`src/rtl/mod503_pkg.sv`:
```
// Shared constants, state encoding and modular helpers for the mod-503 channel.
// Widths are sized so that MOD < 2^RES_W and 2^IDX_W >= NCHUNK.
package mod503_pkg;

    localparam int MOD     = 503;
    localparam int RES_W   = 9;
    localparam int CHUNK_W = 6;
    localparam int OP_W    = 18;
    localparam int NCHUNK  = (OP_W + CHUNK_W - 1) / CHUNK_W;
    localparam int IDX_W   = 2;

    typedef enum logic [1:0] {
        IDLE = 2'd0,
        RUN  = 2'd1,
        DONE = 2'd2
    } state_t;

    // Modular add of two in-range residues; the carry bit catches 502+502.
    function automatic logic [RES_W-1:0] mod_add(input logic [RES_W-1:0] a,
                                                 input logic [RES_W-1:0] b);
        logic [RES_W:0] s;
        logic [RES_W:0] d;
        s = {1'b0, a} + {1'b0, b};
        d = s - (RES_W + 1)'(MOD);
        if (s >= (RES_W + 1)'(MOD)) begin
            mod_add = d[RES_W-1:0];
        end else begin
            mod_add = s[RES_W-1:0];
        end
    endfunction

    // Single conditional subtraction folding a raw RES_W value into [0, MOD).
    function automatic logic [RES_W-1:0] mod_fold(input logic [RES_W-1:0] x);
        if (x >= RES_W'(MOD)) begin
            mod_fold = x - RES_W'(MOD);
        end else begin
            mod_fold = x;
        end
    endfunction

endpackage

```
`src/rtl/mod503_add.sv`:
```
// Combinational mod-MOD adder; shared with the channel datapath.
module mod503_add
    import mod503_pkg::*;
(
    input  logic [RES_W-1:0] a_i,
    input  logic [RES_W-1:0] b_i,
    output logic [RES_W-1:0] sum_o
);

    assign sum_o = mod_add(a_i, b_i);

endmodule

```
`src/rtl/mod503_cmul_seq.sv`:
```
// Sequences an operand through per-chunk constant-multiply LUTs, accumulating mod MOD.
// Optional LUT range checking and lut_err port: define MOD503_LUT_RANGE_CHK_EN.
module mod503_cmul_seq
    import mod503_pkg::*;
(
    input  logic               clk,
    input  logic               rst,
    input  logic               in_valid,
    output logic               in_ready,
    input  logic [OP_W-1:0]    in_operand,
    output logic [IDX_W-1:0]   lut_idx,
    output logic [CHUNK_W-1:0] lut_addr,
    input  logic [RES_W-1:0]   lut_data,
    output logic               out_valid,
    input  logic               out_ready,
    output logic [RES_W-1:0]   out_residue,
    output logic               busy
`ifdef MOD503_LUT_RANGE_CHK_EN
    ,
    output logic               lut_err
`endif
);

    localparam int PAD_W = NCHUNK * CHUNK_W;

    state_t             state_q, state_d;
    logic [OP_W-1:0]    op_q, op_d;
    logic [RES_W-1:0]   acc_q, acc_d;
    logic [IDX_W-1:0]   idx_q, idx_d;

    logic [PAD_W-1:0]   op_pad_s;
    logic [CHUNK_W-1:0] chunk_s;
    logic [RES_W-1:0]   term_s;
    logic [RES_W-1:0]   sum_s;
    logic               last_s;
    logic               accept_s;

    assign op_pad_s = PAD_W'(op_q);
    assign last_s   = (idx_q == IDX_W'(NCHUNK - 1));
    assign accept_s = (state_q == IDLE) && in_valid;

    // Chunk selected by the index register; bits beyond OP_W read as zero.
    always_comb begin
        chunk_s = {CHUNK_W{1'b0}};
        for (int k = 0; k < NCHUNK; k++) begin
            chunk_s = (idx_q == IDX_W'(k)) ? op_pad_s[k*CHUNK_W +: CHUNK_W] : chunk_s;
        end
    end

`ifdef MOD503_LUT_RANGE_CHK_EN
    logic err_q, err_d;
    logic lut_oor_s;

    assign lut_oor_s = (lut_data >= RES_W'(MOD));
    assign term_s    = mod_fold(lut_data);

    // Sticky range flag: cleared by a new accept, set by any bad RUN lookup.
    always_comb begin
        err_d = err_q;
        if (accept_s) begin
            err_d = 1'b0;
        end else if ((state_q == RUN) && lut_oor_s) begin
            err_d = 1'b1;
        end else begin
            err_d = err_q;
        end
    end

    // Range flag register.
    always_ff @(posedge clk or posedge rst) begin
        if (rst) begin
            err_q <= 1'b0;
        end else begin
            err_q <= err_d;
        end
    end

    assign lut_err = err_q;
`else
    assign term_s = lut_data;
`endif

    mod503_add u_add (
        .a_i   (acc_q),
        .b_i   (term_s),
        .sum_o (sum_s)
    );

    // Controller next-state, datapath updates and LUT port drive.
    always_comb begin
        state_d  = state_q;
        op_d     = op_q;
        acc_d    = acc_q;
        idx_d    = idx_q;
        lut_idx  = {IDX_W{1'b0}};
        lut_addr = {CHUNK_W{1'b0}};
        case (state_q)
            IDLE: begin
                if (in_valid) begin
                    op_d    = in_operand;
                    acc_d   = {RES_W{1'b0}};
                    idx_d   = {IDX_W{1'b0}};
                    state_d = RUN;
                end else begin
                    state_d = IDLE;
                end
            end
            RUN: begin
                lut_idx  = idx_q;
                lut_addr = chunk_s;
                acc_d    = sum_s;
                if (last_s) begin
                    idx_d   = {IDX_W{1'b0}};
                    state_d = DONE;
                end else begin
                    idx_d   = idx_q + IDX_W'(1);
                    state_d = RUN;
                end
            end
            DONE: begin
                if (out_ready) begin
                    state_d = IDLE;
                end else begin
                    state_d = DONE;
                end
            end
            default: begin
                state_d = IDLE;
            end
        endcase
    end

    // State, operand, accumulator and index registers.
    always_ff @(posedge clk or posedge rst) begin
        if (rst) begin
            state_q <= IDLE;
            op_q    <= {OP_W{1'b0}};
            acc_q   <= {RES_W{1'b0}};
            idx_q   <= {IDX_W{1'b0}};
        end else begin
            state_q <= state_d;
            op_q    <= op_d;
            acc_q   <= acc_d;
            idx_q   <= idx_d;
        end
    end

    // Handshake flags decode straight from the state register so reset is immediate.
    assign in_ready    = (state_q == IDLE);
    assign out_valid   = (state_q == DONE);
    assign busy        = (state_q == RUN) || (state_q == DONE);
    assign out_residue = acc_q;

endmodule

```
`config.mk`:
```
export PLATFORM = sky130hd
export DESIGN_NAME = mod503_cmul_seq
export DESIGN_NICKNAME = d
export VERILOG_FILES = /design/src/rtl/mod503_pkg.sv /design/src/rtl/mod503_add.sv /design/src/rtl/mod503_cmul_seq.sv
export SDC_FILE = /design/constraint.sdc
export NUM_CORES = 1
export LEC_CHECK = 0
export BUFFER_PORTS_ARGS = -buffer_cell sky130_fd_sc_hd__buf_2
export CORE_ASPECT_RATIO = 1.5
export CORE_MARGIN = 5
export CORE_UTILIZATION = 35
export CTS_CLUSTER_DIAMETER = 80
export DETAILED_ROUTE_END_ITERATION = 12
export PLACE_DENSITY = 0.67
export SLEW_MARGIN = 20
export SYNTH_ARGS = -nofsm -noshare
export SYNTH_HDL_FRONTEND = slang
export SYNTH_SLANG_ARGS = --single-unit
```
`constraint.sdc`:
```
create_clock -name clk -period 4.3 [get_ports clk]
set_input_delay 0.86 -clock clk [delete_from_list [all_inputs] [get_ports clk]]
set_output_delay 0.86 -clock clk [all_outputs]
set_load 0.005 [all_outputs]
```
# --- Word level (Yosys, flattened, before mapping) ---
# Cells that the tools add are included.
totals:
  n_memories: 0
  ram_bits: 0
  inputBits: 31
  latch_bits: 0
  mem_bits_ro: 0
  register_bits: 31
op_classes:
  muxes: 15
  n_reduce_logical: 6
  magnitude_cmp: 1
  shift: 0
  mul: 0
  eq_ne: 5
  bitwise_logic: 0
  div_mod_pow: 0
  n_addsub: 3
op_table:
  columns: ["operator", "count"]
  rows:
  - ["6-bit two-way mux", 4]
  - ["9-bit two-way mux", 2]
  - ["9-bit case mux with 2 select lines", 1]
  - ["9-bit by 9-bit adder with 10-bit output", 1]
  - ["10-bit by 9-bit greater-or-equal comparator with 1-bit output, second input constant", 1]
  - ["2-bit two-way mux", 5]
  - ["9-bit subtractor, second input constant", 1]
  - ["2-bit case mux with 3 select lines", 1]
  - ["2-bit by 1-bit == test with 1-bit output, second input constant", 2]
  - ["2-bit == test, second input constant", 2]
  - ["2-bit zero test", 2]
  - ["2-bit case mux with 2 select lines", 1]
  - ["2-bit AND reduction", 2]
  - ["2-bit by 1-bit adder with 2-bit output, second input constant", 1]
  - ["2-bit != test, second input constant", 1]
  - ["2-bit nonzero test", 1]
  - ["1-bit logical OR", 1]
  - ["1-bit two-way mux", 1]

# --- Longest topological paths before layout ---
depth:
  word_depth: 5
  ltp_mapped: 11
  ltp_nobuf: 11

# --- By module ---
# From an unflattened synthesis, not the netlist that was laid out.
hier_totals:
  cells_unflattened: 230
  area_unflattened_um2: 2336.0
by_module_without_submodules:
  columns: ["module", "cells_each", "area_each_um2", "instances", "seq_area_each_um2"]
  rows:
  - ["mod503_cmul_seq", 133, 1501.4, 1, 775.7]
  - ["mod503_add", 97, 834.6, 1, 0.0]

# --- Worst setup path before layout ---
# OpenSTA, ideal clock, no wires.
synth_path:
  path_kind: "input to register"
  startpoint: "input lut_data[0]"
  endpoint: "register acc_q[3], in the netlist out_residue[3]"
  path_stages: 10
  arrival_ns: 3.235
  n_path_buf: 0
  setup_slack_ns: 0.996
  t_required_ns: 4.231
  setup_time_ns: 0.069
  path_cell_list: "ha_1 inv_1 fa_1 xnor2_1 a21boi_0 mux2_2 nor3_2 a41oi_4 or4_1 nand3_1"
synth_between:
  elab_chain_cells: 4
synth_lines:
  columns: ["item", "line_no", "source"]
  rows:
  - ["from (decl)", "mod503_cmul_seq.sv:13", "input logic [RES_W-1:0] lut_data,"]
  - ["9-bit by 9-bit adder with 10-bit output (*)", "mod503_pkg.sv:23", "s = {1'b0, a} + {1'b0, b};"]
  - ["9-bit subtractor / 10-bit by 9-bit greater-or-equal comparator with 1-bit output (equally long branches)", "mod503_pkg.sv:24, mod503_pkg.sv:25", null]
  - ["9-bit two-way mux (*)", "mod503_pkg.sv:25", "if (s >= (RES_W + 1)'(MOD)) begin"]
  - ["9-bit case mux with 2 select lines (*)", "mod503_cmul_seq.sv:97", "case (state_q)"]
  - ["to (signal assigned)", "mod503_cmul_seq.sv:138", "acc_q <= {RES_W{1'b0}};"]
  - ["to (decl)", "mod503_cmul_seq.sv:28", "logic [RES_W-1:0] acc_q, acc_d;"]
# Mark *: on every way between the ends. The rest lies on a longest branch, timed or not.
# A chain may end at the register's enable or synchronous reset.

# --- Worst setup path after layout ---
# Ends and elaborated chain as after synthesis.

==> summary.md <==
| Metric | Value |
|---|---|
| Worst vdd ir | roughly 0.36 mV |
| Pwr Density | just under 800 mW/mm2 |
| Non-Filler Instances | around 330 |
| CP Launch Type | primary input |
| Final worst path period share | between 70 and 80% |
| Root Buffer | clkbuf_8 |
| Switching power total | 0.800 mW |
| DR DRC count | 0 |
| R2r startpoint | out_residue[0] |
| Fin. Hold Viols | 0 |
| Synth Area in Adders | under 10% |
| First-pass GRT wire length | 8.18 mm |
| Critical path origin | lut_data[0] |
| Number of global-route vias before repair | 1818 |
| Delay-heaviest family, CP | simple AND/OR/NAND/NOR gates |
| Hold_sp | op_pad_s[14] |
| Final instance area | 0.00251 mm2 |
| Port bufs | 50 |
| Die area | about 0.0076 mm2 |
| Post-cts repair resize count | 0 |
| CTS clock-pin slew for the worst setup and hold paths | approximately 70 ps |
| Multiplexer share of the synthesized area | 14.7% |
| Seq pwr share | between 20% and 30% |
| CTS tree | yes |
| Io pins | 51 |
| Slowest CP cell | or4_1 |
| Post-Place Cells | 320 |
| Die W | between 70 and 80 um |
| Share of flip-flops with an asynchronous set or reset | 100% |
| Post-CTS Setup Bufs | 0 |
| Syn nets | 250 |
| RSZ-0062 raised after global routing | false |
| Slew @ Worst Pin | ~750 ps |
| H-tree lvl count | 2 |
| Global route overflow | 0 |
| Final min period | ~3300 ps |
| Clock power share | 15.4% |
| Cells after Synth | between 200 and 250 |
| Largest net degree at the start of global routing | 20 |
| Max_cap viols | 0 |
| Clk buf depth | 2 |
| Main combinational cell family by area after synthesis | simple AND/OR/NAND/NOR gates |
| Post-synth EDFFs | 0 |
| WL per Instance | approximately 14 um |
| Sink Count | 31 |
| Num rows | 34 |
| Worst clock skew | 8.52 ps |
| Worst Setup End Kind | flop |
| Tightest Hold Check Type | flop to flop |
| CP Buf/Inv Count | 2 |
| Pleak | about 1.2 nW |
| Layout Area Growth over Synthesis | 21.3% |
| Met2 wire len | around 2.6 mm |
| Delay of the slowest critical-path stage | a little over 500 ps |
| Synth cell types | 45 |
| Avg Cell Area, Syn | roughly 10 um2 |
| Final setup viols | 0 |
| Gr usage total | between 10 and 15% |
| Simple-gate share of the synthesized area | between 10% and 20% |
| Relative slew margins | around half |
| Worst Path Required | between 4000 and 5000 ps |
| Synthesized area | slightly above 0.002 mm2 |
| Post-synth top flop | dfrtp_1 |
| Initial antenna violation count | 0 |
| Metal3 WL | 269 um |
| DRT iter0 DRCs | ~110 |
| Initial Util | approximately 36% |
| Max Used Layer | met4 |
| Hold-fix buffers, CTS | 0 |
| Post-synthesis sequential area ratio | a little under two fifths |
| Overall routed net length | approximately 4.7 mm |
| Via/cell ratio | 5.19 |
| Die Y | ~100 um |
| CTS Buf Count | 5 |
| Nets@finish | around 300 |
| Setup TNS | 0 ps |
| Post-placement cell area | around 0.0024 mm2 |
| Core area | 0.00579 mm2 |
| Max Slew Vio Count | 0 |
| Antenna Diode Count | 0 |
| Total number of vias | around 1700 |
| F_max | ~300 MHz |
| Layout cells sized above 1 | 33.6% |
| DRT Pass-1 Iters | 4 |
| Post-synthesis compound-gate area fraction | roughly 15% |
| Crit Path Category | primary input to flop |
| CP max FO | 6 |
| DRT antenna net count | 0 |
| XOR/XNOR share of the synthesized area | 3.81% |
| Internal Power | between 1 and 1.5 mW |
| Worst-Skew Late Latency | around 280 ps |
| Pwr Total | slightly below 2 mW |
| Comb pwr share | 56.8% |
| RePlAce Congestion | ~0.82 |
| Sw frac | around two fifths |
| Post-DP HPWL | 3.76 mm |
| Arr. time, crit path | between 3000 and 4000 ps |
| Metal-1 WL | around 1.8 mm |
| CP Cell Sequence | buf_2 > ha_1 > inv_1 > fa_1 > xnor2_1 > a21boi_0 > mux2_2 > nor3_2 > a41oi_4 > or4_1 > nand3_1 |
| Status | completed |
| Ys Warns | 0 |
| FF+latch count, synth | 31 |
worst reg2reg max path, cell delays in order, from the launching register on:
cell,delay (ps)
dfrtp_1,380
ha_1,190
inv_1,60
fa_1,460
xnor2_1,330
a21boi_0,140
mux2_2,300
nor3_2,350
a41oi_4,220
or4_1,510
nand3_1,80
routing by layer:
layer,vias up,global-route usage [%]
li1,840,-
met1,801,15.3
met2,51,23.7
met3,10,3.38
met4,0,4.35
met5,-,0
placed cells by master, fill, tap and decap left out, types with 2 or more instances in the layout:
cell type   n
ha_1       14
o21ai_0    10
o22ai_1     2
o211ai_1    4
buf_2      50
buf_4       2
nand4_1     3
nor2b_1     3
clkbuf_8    6
dfrtp_1    31
a211oi_1    2
nor3_1      3
xnor2_1     5
nand2_1    18
or2_2       2
or4_1       3
and2_1      8
o31ai_1     2
a31oi_1     2
nand2b_1    5
xor2_1      4
inv_1       8
a21oi_1     6
o21a_1      2
mux2_2     19
nor2_1      4
a21o_1      2
mux2i_1     9
nand3_1    10
state kept, by name, summed over array words and instances, names as in the netlist:
name,cells
op_pad_s,18
state_q,2
idx_q,2
out_residue,9
power by group through the flow:
stage	sequential (mW)	clock [mW]	combinational, mW
CTS	0.542	0.308	1.11
global placement	0.545	0	1.08
global route	0.559	0.324	1.23
finish	0.538	0.297	1.10
floorplan	0.505	0	0.848
detailed placement	0.548	0	1.10
cells in the mapped netlist (6+ instances only):
| library cell | number | share of area [%] |
|---|---|---|
| a21oi_1 | 6 | 1.5 |
| nand2_1 | 18 | 3.3 |
| ha_1 | 14 | 8.5 |
| mux2_2 | 19 | 10 |
| dfrtp_1 | 31 | 37 |
| inv_1 | 8 | 1.5 |
| and2_1 | 8 | 2.4 |
| nand3_1 | 10 | 2.4 |
| mux2i_1 | 9 | 4.4 |
| o21ai_0 | 10 | 2.4 |
worst paths after layout:
kind | end | slack [ps] | cells after the start
min in group asynchronous | op_pad_s[8] | 630 | 2
setup reg to reg | out_residue[3] | 1220 | 10
max in group asynchronous | op_pad_s[2] | 2990 | 3
hold / removal | op_pad_s[14] | 510 | 1
hold reg to reg | op_pad_s[14] | 510 | 1
setup / recovery | out_residue[3] | 960 | 11
kinds of logic (layout without fill, tap and decap cells):
kind of cell | Yosys count | count (layout)
fa+ha+maj | 15 | 15
compound gates | 41 | 41
xor+xnor | 9 | 9
mux | 28 | 28
buf+inv | 16 | 68
simple gates | 64 | 64
flops | 31 | 31
layout make-up:
cell class / instances / area (um2)
clock inverters: 2 / 35.0
fillers: 610 / 3270
repair buffers: 52 / 265
clock buffers: 6 / 82.6
inverters: 8 / 30.0
well taps: 72 / 90.1
flip-flops and latches: 31 / 776
multi-input cells: 157 / 1230
per-stage QoR:
step / utilization [%] / setup slack [ps] / hold slack (ps)
after floorplan: - / 996 / 479
after global placement: 41.4 / 783 / 488
after detailed placement: 41.4 / 686 / 493
after CTS: 43.4 / 982 / 509
after global routing: 43.4 / 802 / 524
final: 43.4 / 963 / 505
Note: power is estimated with default switching activity, not from simulation.
